### src/rtl/mem_wb_hilo_pkg.sv
// Shared pipeline macros plus the WB-stage update decode used by mem_wb_hilo.
`ifndef MEM_WB_HILO_DEFINES
`define MEM_WB_HILO_DEFINES
`define RegBus        31:0
`define RegAddrBus    4:0
`define ZeroWord      32'h0000_0000
`define NOPRegAddr    5'b00000
`define WriteEnable   1'b1
`define WriteDisable  1'b0
`define StallMem      4
`define StallWb       5
`define RstEnable     1'b0
`endif

package mem_wb_hilo_pkg;

  localparam int unsigned StallW      = 6;
  localparam int unsigned StallMemBit = `StallMem;
  localparam int unsigned StallWbBit  = `StallWb;

  typedef enum logic [1:0] {
    WbHold    = 2'd0,
    WbBubble  = 2'd1,
    WbCapture = 2'd2
  } wb_act_e;

  // Flush beats everything; a stalled MEM feeding a running WB must insert a bubble.
  function automatic wb_act_e wb_action(input logic flush, input logic [StallW-1:0] stall);
    wb_act_e act;
    if (flush) begin
      act = WbBubble;
    end else if (stall[StallMemBit] && !stall[StallWbBit]) begin
      act = WbBubble;
    end else if (!stall[StallMemBit]) begin
      act = WbCapture;
    end else begin
      act = WbHold;
    end
    return act;
  endfunction

endpackage

### src/rtl/hilo_reg.sv
// Architectural HI/LO storage with commit from WB and a bypass read port for EX.
module hilo_reg
  import mem_wb_hilo_pkg::*;
#(
  parameter int unsigned DATA_W = 32
) (
  input  logic              clk_i,
  input  logic              rst_ni,
  input  logic              wb_we_i,
  input  logic [DATA_W-1:0] wb_hi_i,
  input  logic [DATA_W-1:0] wb_lo_i,
  input  logic              mem_we_i,
  input  logic [DATA_W-1:0] mem_hi_i,
  input  logic [DATA_W-1:0] mem_lo_i,
  output logic [DATA_W-1:0] hi_o,
  output logic [DATA_W-1:0] lo_o,
  output logic [DATA_W-1:0] ex_hi_o,
  output logic [DATA_W-1:0] ex_lo_o
);

  logic [DATA_W-1:0] hi_q, hi_d;
  logic [DATA_W-1:0] lo_q, lo_d;

  always_comb begin
    hi_d = hi_q;
    lo_d = lo_q;
    if (wb_we_i == `WriteEnable) begin
      hi_d = wb_hi_i;
      lo_d = wb_lo_i;
    end
  end

  always_ff @(posedge clk_i or negedge rst_ni) begin
    if (rst_ni == `RstEnable) begin
      hi_q <= '0;
      lo_q <= '0;
    end else begin
      hi_q <= hi_d;
      lo_q <= lo_d;
    end
  end

  // Youngest in-flight write wins; the bypass is forced to zero while reset is held.
  always_comb begin
    ex_hi_o = hi_q;
    ex_lo_o = lo_q;
    if (rst_ni == `RstEnable) begin
      ex_hi_o = '0;
      ex_lo_o = '0;
    end else if (mem_we_i == `WriteEnable) begin
      ex_hi_o = mem_hi_i;
      ex_lo_o = mem_lo_i;
    end else if (wb_we_i == `WriteEnable) begin
      ex_hi_o = wb_hi_i;
      ex_lo_o = wb_lo_i;
    end
  end

  assign hi_o = hi_q;
  assign lo_o = lo_q;

endmodule

### src/rtl/mem_wb_hilo.sv
// MEM/WB pipeline register driving the regfile write port, HI/LO ownership and a capture counter.
module mem_wb_hilo
  import mem_wb_hilo_pkg::*;
#(
  parameter int unsigned DATA_W = 32,
  parameter int unsigned ADDR_W = 5,
  parameter int unsigned CNT_W  = 32
) (
  input  logic              clk,
  input  logic              rst,
  input  logic [5:0]        stall,
  input  logic              flush,
  input  logic [ADDR_W-1:0] mem_wd_i,
  input  logic [DATA_W-1:0] mem_wdata_i,
  input  logic              mem_wreg_i,
  input  logic [DATA_W-1:0] mem_hi_i,
  input  logic [DATA_W-1:0] mem_lo_i,
  input  logic              mem_whilo_i,
  output logic [ADDR_W-1:0] wb_wd_o,
  output logic [DATA_W-1:0] wb_wdata_o,
  output logic              wb_wreg_o,
  output logic [DATA_W-1:0] hi_o,
  output logic [DATA_W-1:0] lo_o,
  output logic [DATA_W-1:0] ex_hi_o,
  output logic [DATA_W-1:0] ex_lo_o,
  output logic [CNT_W-1:0]  wb_cnt_o
);

  wb_act_e wb_act;

  logic [ADDR_W-1:0] wd_q, wd_d;
  logic [DATA_W-1:0] wdata_q, wdata_d;
  logic              wreg_q, wreg_d;
  logic [DATA_W-1:0] hi_q, hi_d;
  logic [DATA_W-1:0] lo_q, lo_d;
  logic              whilo_q, whilo_d;
  logic [CNT_W-1:0]  cnt_q, cnt_d;

  assign wb_act = wb_action(flush, stall);

  always_comb begin
    wd_d    = wd_q;
    wdata_d = wdata_q;
    wreg_d  = wreg_q;
    hi_d    = hi_q;
    lo_d    = lo_q;
    whilo_d = whilo_q;
    cnt_d   = cnt_q;
    unique case (wb_act)
      WbBubble: begin
        wd_d    = '0;
        wdata_d = '0;
        wreg_d  = `WriteDisable;
        hi_d    = '0;
        lo_d    = '0;
        whilo_d = `WriteDisable;
      end
      WbCapture: begin
        wd_d    = mem_wd_i;
        wdata_d = mem_wdata_i;
        wreg_d  = mem_wreg_i;
        hi_d    = mem_hi_i;
        lo_d    = mem_lo_i;
        whilo_d = mem_whilo_i;
        cnt_d   = cnt_q + CNT_W'(1);
      end
      default: ;
    endcase
  end

  always_ff @(posedge clk or negedge rst) begin
    if (rst == `RstEnable) begin
      wd_q    <= '0;
      wdata_q <= '0;
      wreg_q  <= 1'b0;
      hi_q    <= '0;
      lo_q    <= '0;
      whilo_q <= 1'b0;
      cnt_q   <= '0;
    end else begin
      wd_q    <= wd_d;
      wdata_q <= wdata_d;
      wreg_q  <= wreg_d;
      hi_q    <= hi_d;
      lo_q    <= lo_d;
      whilo_q <= whilo_d;
      cnt_q   <= cnt_d;
    end
  end

  // The instruction sitting in WB commits on this edge even when the incoming one is flushed.
  hilo_reg #(
    .DATA_W(DATA_W)
  ) u_hilo_reg (
    .clk_i   (clk),
    .rst_ni  (rst),
    .wb_we_i (whilo_q),
    .wb_hi_i (hi_q),
    .wb_lo_i (lo_q),
    .mem_we_i(mem_whilo_i),
    .mem_hi_i(mem_hi_i),
    .mem_lo_i(mem_lo_i),
    .hi_o    (hi_o),
    .lo_o    (lo_o),
    .ex_hi_o (ex_hi_o),
    .ex_lo_o (ex_lo_o)
  );

  assign wb_wd_o    = wd_q;
  assign wb_wdata_o = wdata_q;
  assign wb_wreg_o  = wreg_q;
  assign wb_cnt_o   = cnt_q;

endmodule

### config.mk
export PLATFORM = sky130hd
export DESIGN_NAME = mem_wb_hilo
export DESIGN_NICKNAME = d
export VERILOG_FILES = /design/src/rtl/mem_wb_hilo_pkg.sv /design/src/rtl/hilo_reg.sv /design/src/rtl/mem_wb_hilo.sv
export SDC_FILE = /design/constraint.sdc
export NUM_CORES = 1
export LEC_CHECK = 0
export CAP_MARGIN = 30
export CORE_MARGIN = 2
export CORE_UTILIZATION = 30
export DETAILED_ROUTE_END_ITERATION = 12
export PLACE_DENSITY = 0.57
export SETUP_SLACK_MARGIN = 0.05
export SKIP_LAST_GASP = 1
export SLEW_MARGIN = 40
export SYNTH_ARGS = -nofsm -noshare
export SYNTH_HDL_FRONTEND = slang
export SYNTH_SLANG_ARGS = --single-unit
### constraint.sdc
create_clock -name clk -period 4.1 [get_ports clk]
set_input_delay 1.025 -clock clk [delete_from_list [all_inputs] [get_ports clk]]
set_output_delay 1.025 -clock clk [all_outputs]
set_load 0.03 [all_outputs]
==> results.md, run 1 <==
* IO Pins at 310
* Hold depth at 2
* Avg Cell Area, Syn at 10.5 µm²
* Leak pwr at 0.00617 µW
* Slew margin rel. at 0.615
* Share of cells above drive strength 1 at 0.147
* Detailed Route WL at 24700 µm
* 1st-iter DRT viols at 297
* Sinks on Clock Net at 199
* Initial antenna violation count at 1
* Status: completed
* Startpoint Class: input port
* Synth Net Count at 972
* Worst reg2reg path startpoint: wb_cnt_o[0]$_DFFE_PN0N_
* Die width at 177 µm
* P per Cell Area at 377 mW/mm²
* Final Max Tran Viols at 0
* ANT cells at 0
* Synth top area share at 0.553
* Cell Area, Synth at 0.00901 mm²
* Final Hold Fails at 0
* TritonCTS clock tree: yes
* First-pass GRT wire length at 38400 µm
* Skew final at 0.0127 ns
* GRT Overall Usage at 0.155
* DR pass1 iterations at 4
* CP max stage delay at 0.70 ns
* CTS buffer count at 17
* Unrepaired setup endpoints after global routing: no
* Critical path type: input port to output port
* Post-synthesis async set-or-reset flop share at 1.00
* Min-delay worst type: register to register
* Mapped Cells at 858
* Min-Delay Endpoint: hi_q[18]$_DFFE_PN0P_
* Area delta synth->final at 44.8%
* Critical Path AT at 2.47 ns
* Min cycle time layout at 3.49 ns
* Antenna viol nets, final at 0
* Hold_ws at 0.473 ns
* Measured slew at the worst slew-check pin at 0.578 ns
* Clock Latency Late Sink at 0.43 ns
* Cell Chain, Critical Path: clkdlybuf4s50_1 -> nand2b_1 -> o211a_1 -> clkdlybuf4s50_1
* Cell mode on critical path: clkdlybuf4s50_1
* Final Instance Area at 0.0130 mm²
* Setup TNS at 0 ns
* Netlist cell types at 25
* Die height at 177 µm
* # Post-CTS Setup Buffers at 0
* Fmax at 286 MHz
* EDFF count, synth at 0
* Crit Path Max Fanout at 2
* Warnings from Yosys at 0
* Max cap viols at 0
* Num rows at 63
* Post-CTS sizing at 0
* I/O Buffers at 305
* Worst R2R Path Depth at 5
* Initial Utilization at 0.304
* Sequential area share after synthesis at 0.553
* Core Util, Final at 0.440
* H-tree depth at 4
* Worst-path clk slew at 0.07 ns
* Root buf cell: clkbuf_16
* Wire length per cell at 16.0 µm
* Post-synth top area cell: dfrtp_1
* Peak VDD IR at 0.000266 V
* Vias in the first global route at 6898
* Overflow after GRT at 0
* Ranking of synthesized cells by area: dfrtp_1, nand2_1, mux2_2
* CP max stage cell: clkdlybuf4s50_1
* RD Place Congestion at 0.719
* Final worst-path cycle share at 0.852
* Final #Nets at 1255
* Cts hold-fix bufs at 0
* Vias at 7038
* Core box area at 0.0296 mm²
* Max clock buf depth at 2
* Largest net degree at the start of global routing at 106
* RR Endpoint: wb_cnt_o[22]$_DFFE_PN0N_
* Most used DFF post-synth: dfrtp_1
* FF-to-FF setup slack at 2.36 ns
* Drt drc at 0
* Detailed Place HPWL at 17100 µm
* Worst EP required at 3.07 ns
* Commonest non-fill, non-tap cells in the layout: clkdlybuf4s50_1, nand2_1, dfrtp_1
* Crit end category: output port
* Hold Path Origin: hi_q[18]$_DFFE_PN0P_
* Setup violations, final at 0
* Via-per-instance ratio at 4.56
* Placed Instance Area at 0.0125 mm²
* Synth Register Bits at 199
* Die ar. at 0.0314 mm²
* Most common cell after layout, fill and taps aside: clkdlybuf4s50_1
power breakdown:
group          total [µW]  internal (µW)  switching [µW]
logic                1050            454             592
clock network        1700            869             834
registers            2170           2080            93.2
final cells by class:
| type | instances | area [µm²] |
|---|---|---|
| clock inverter | 14 | 168 |
| fill | 2911 | 16600 |
| multi-input combinational | 594 | 3780 |
| clock buffer | 17 | 425 |
| sequential | 199 | 4980 |
| timing repair buffer | 327 | 3190 |
| tap | 390 | 488 |
| inverter | 2 | 7.51 |
cells in the mapped netlist, drive strengths merged, types with 9 or more instances:
cell type  count
clkbuf        44
nand2b        65
xor2           9
nand4         10
mux2          65
dfrtp        199
nand2        215
o21ai        103
o211a         64
xnor2         22
nand3         16
buf           19
through the flow:
stage          power, µW  instances  setup slack [ns]
2_1_floorplan       2760        858              1.08
3_3_place_gp        3270       1512             0.606
3_5_place_dp        3270       1512             0.603
4_1_cts             5000       1543             0.597
5_1_grt             5160       1543             0.457
6_report            4920       1543             0.607
metal layers:
metal | part of all wire | global-route usage | up-vias
li1 | - | - | 3477
met1 | 0.45 | 0.199 | 3336
met2 | 0.45 | 0.246 | 202
met3 | 0.089 | 0.0632 | 21
met4 | 0.013 | 0.0369 | 2
met5 | 0.00053 | 0 | -
worst max-delay path, delay by kind of cell:
kind / cells / cell delay (ns)
simple gates: 1 / 0.10
buf+inv: 2 / 1.18
compound gates: 1 / 0.16
cells by family after synthesis:
logic type	count (synthesis)	share of synthesized area
flip-flops	199	0.553
buffers and inverters	65	0.0292
AND/OR/NAND/NOR	328	0.175
adder cells (fa/ha/maj)	2	0.00278
AO/OA/AOI/OAI	168	0.129
multiplexers	65	0.0812
XOR/XNOR	31	0.0301
how the worst max path moves through the flow:
| stage | start | end | slack, ns | cells past startpoint |
|---|---|---|---|---|
| after CTS | rst | ex_hi_o[16] | 0.60 | 5 |
| after floorplan | mem_whilo_i | ex_hi_o[0] | 1.08 | 4 |
| final | mem_lo_i[6] | ex_lo_o[6] | 0.61 | 4 |
| after global placement | rst | ex_hi_o[16] | 0.61 | 5 |
| after detailed placement | mem_whilo_i | ex_hi_o[29] | 0.60 | 3 |
| after global routing | rst | ex_hi_o[9] | 0.46 | 5 |
state kept, by name (all words and copies together), names as in the netlist:
register and cells:
u_hilo_reg.lo_o 32, wb_wreg_o 1, u_hilo_reg.hi_o 32, lo_q 32, wb_cnt_o 32, hi_q 32, whilo_q 1, wb_wd_o 5
wb_wdata_o 32
(Power assumes the default switching activity.)
==> run 2, diff against run 1 <==
--- a/config.mk
+++ b/config.mk
@@ -16,3 +16,4 @@
 export SYNTH_ARGS = -nofsm -noshare
 export SYNTH_HDL_FRONTEND = slang
 export SYNTH_SLANG_ARGS = --single-unit
+export TNS_END_PERCENT = 50
==> results of run 2 <==
No change in the layout: final DEF, timing and power equal those of run 1.
==> run 3, diff against run 2 <==
--- a/config.mk
+++ b/config.mk
@@ -16,4 +16,3 @@
 export SYNTH_ARGS = -nofsm -noshare
 export SYNTH_HDL_FRONTEND = slang
 export SYNTH_SLANG_ARGS = --single-unit
-export TNS_END_PERCENT = 50
==> results of run 3 <==
No change in the layout: final DEF, timing and power equal those of run 1.
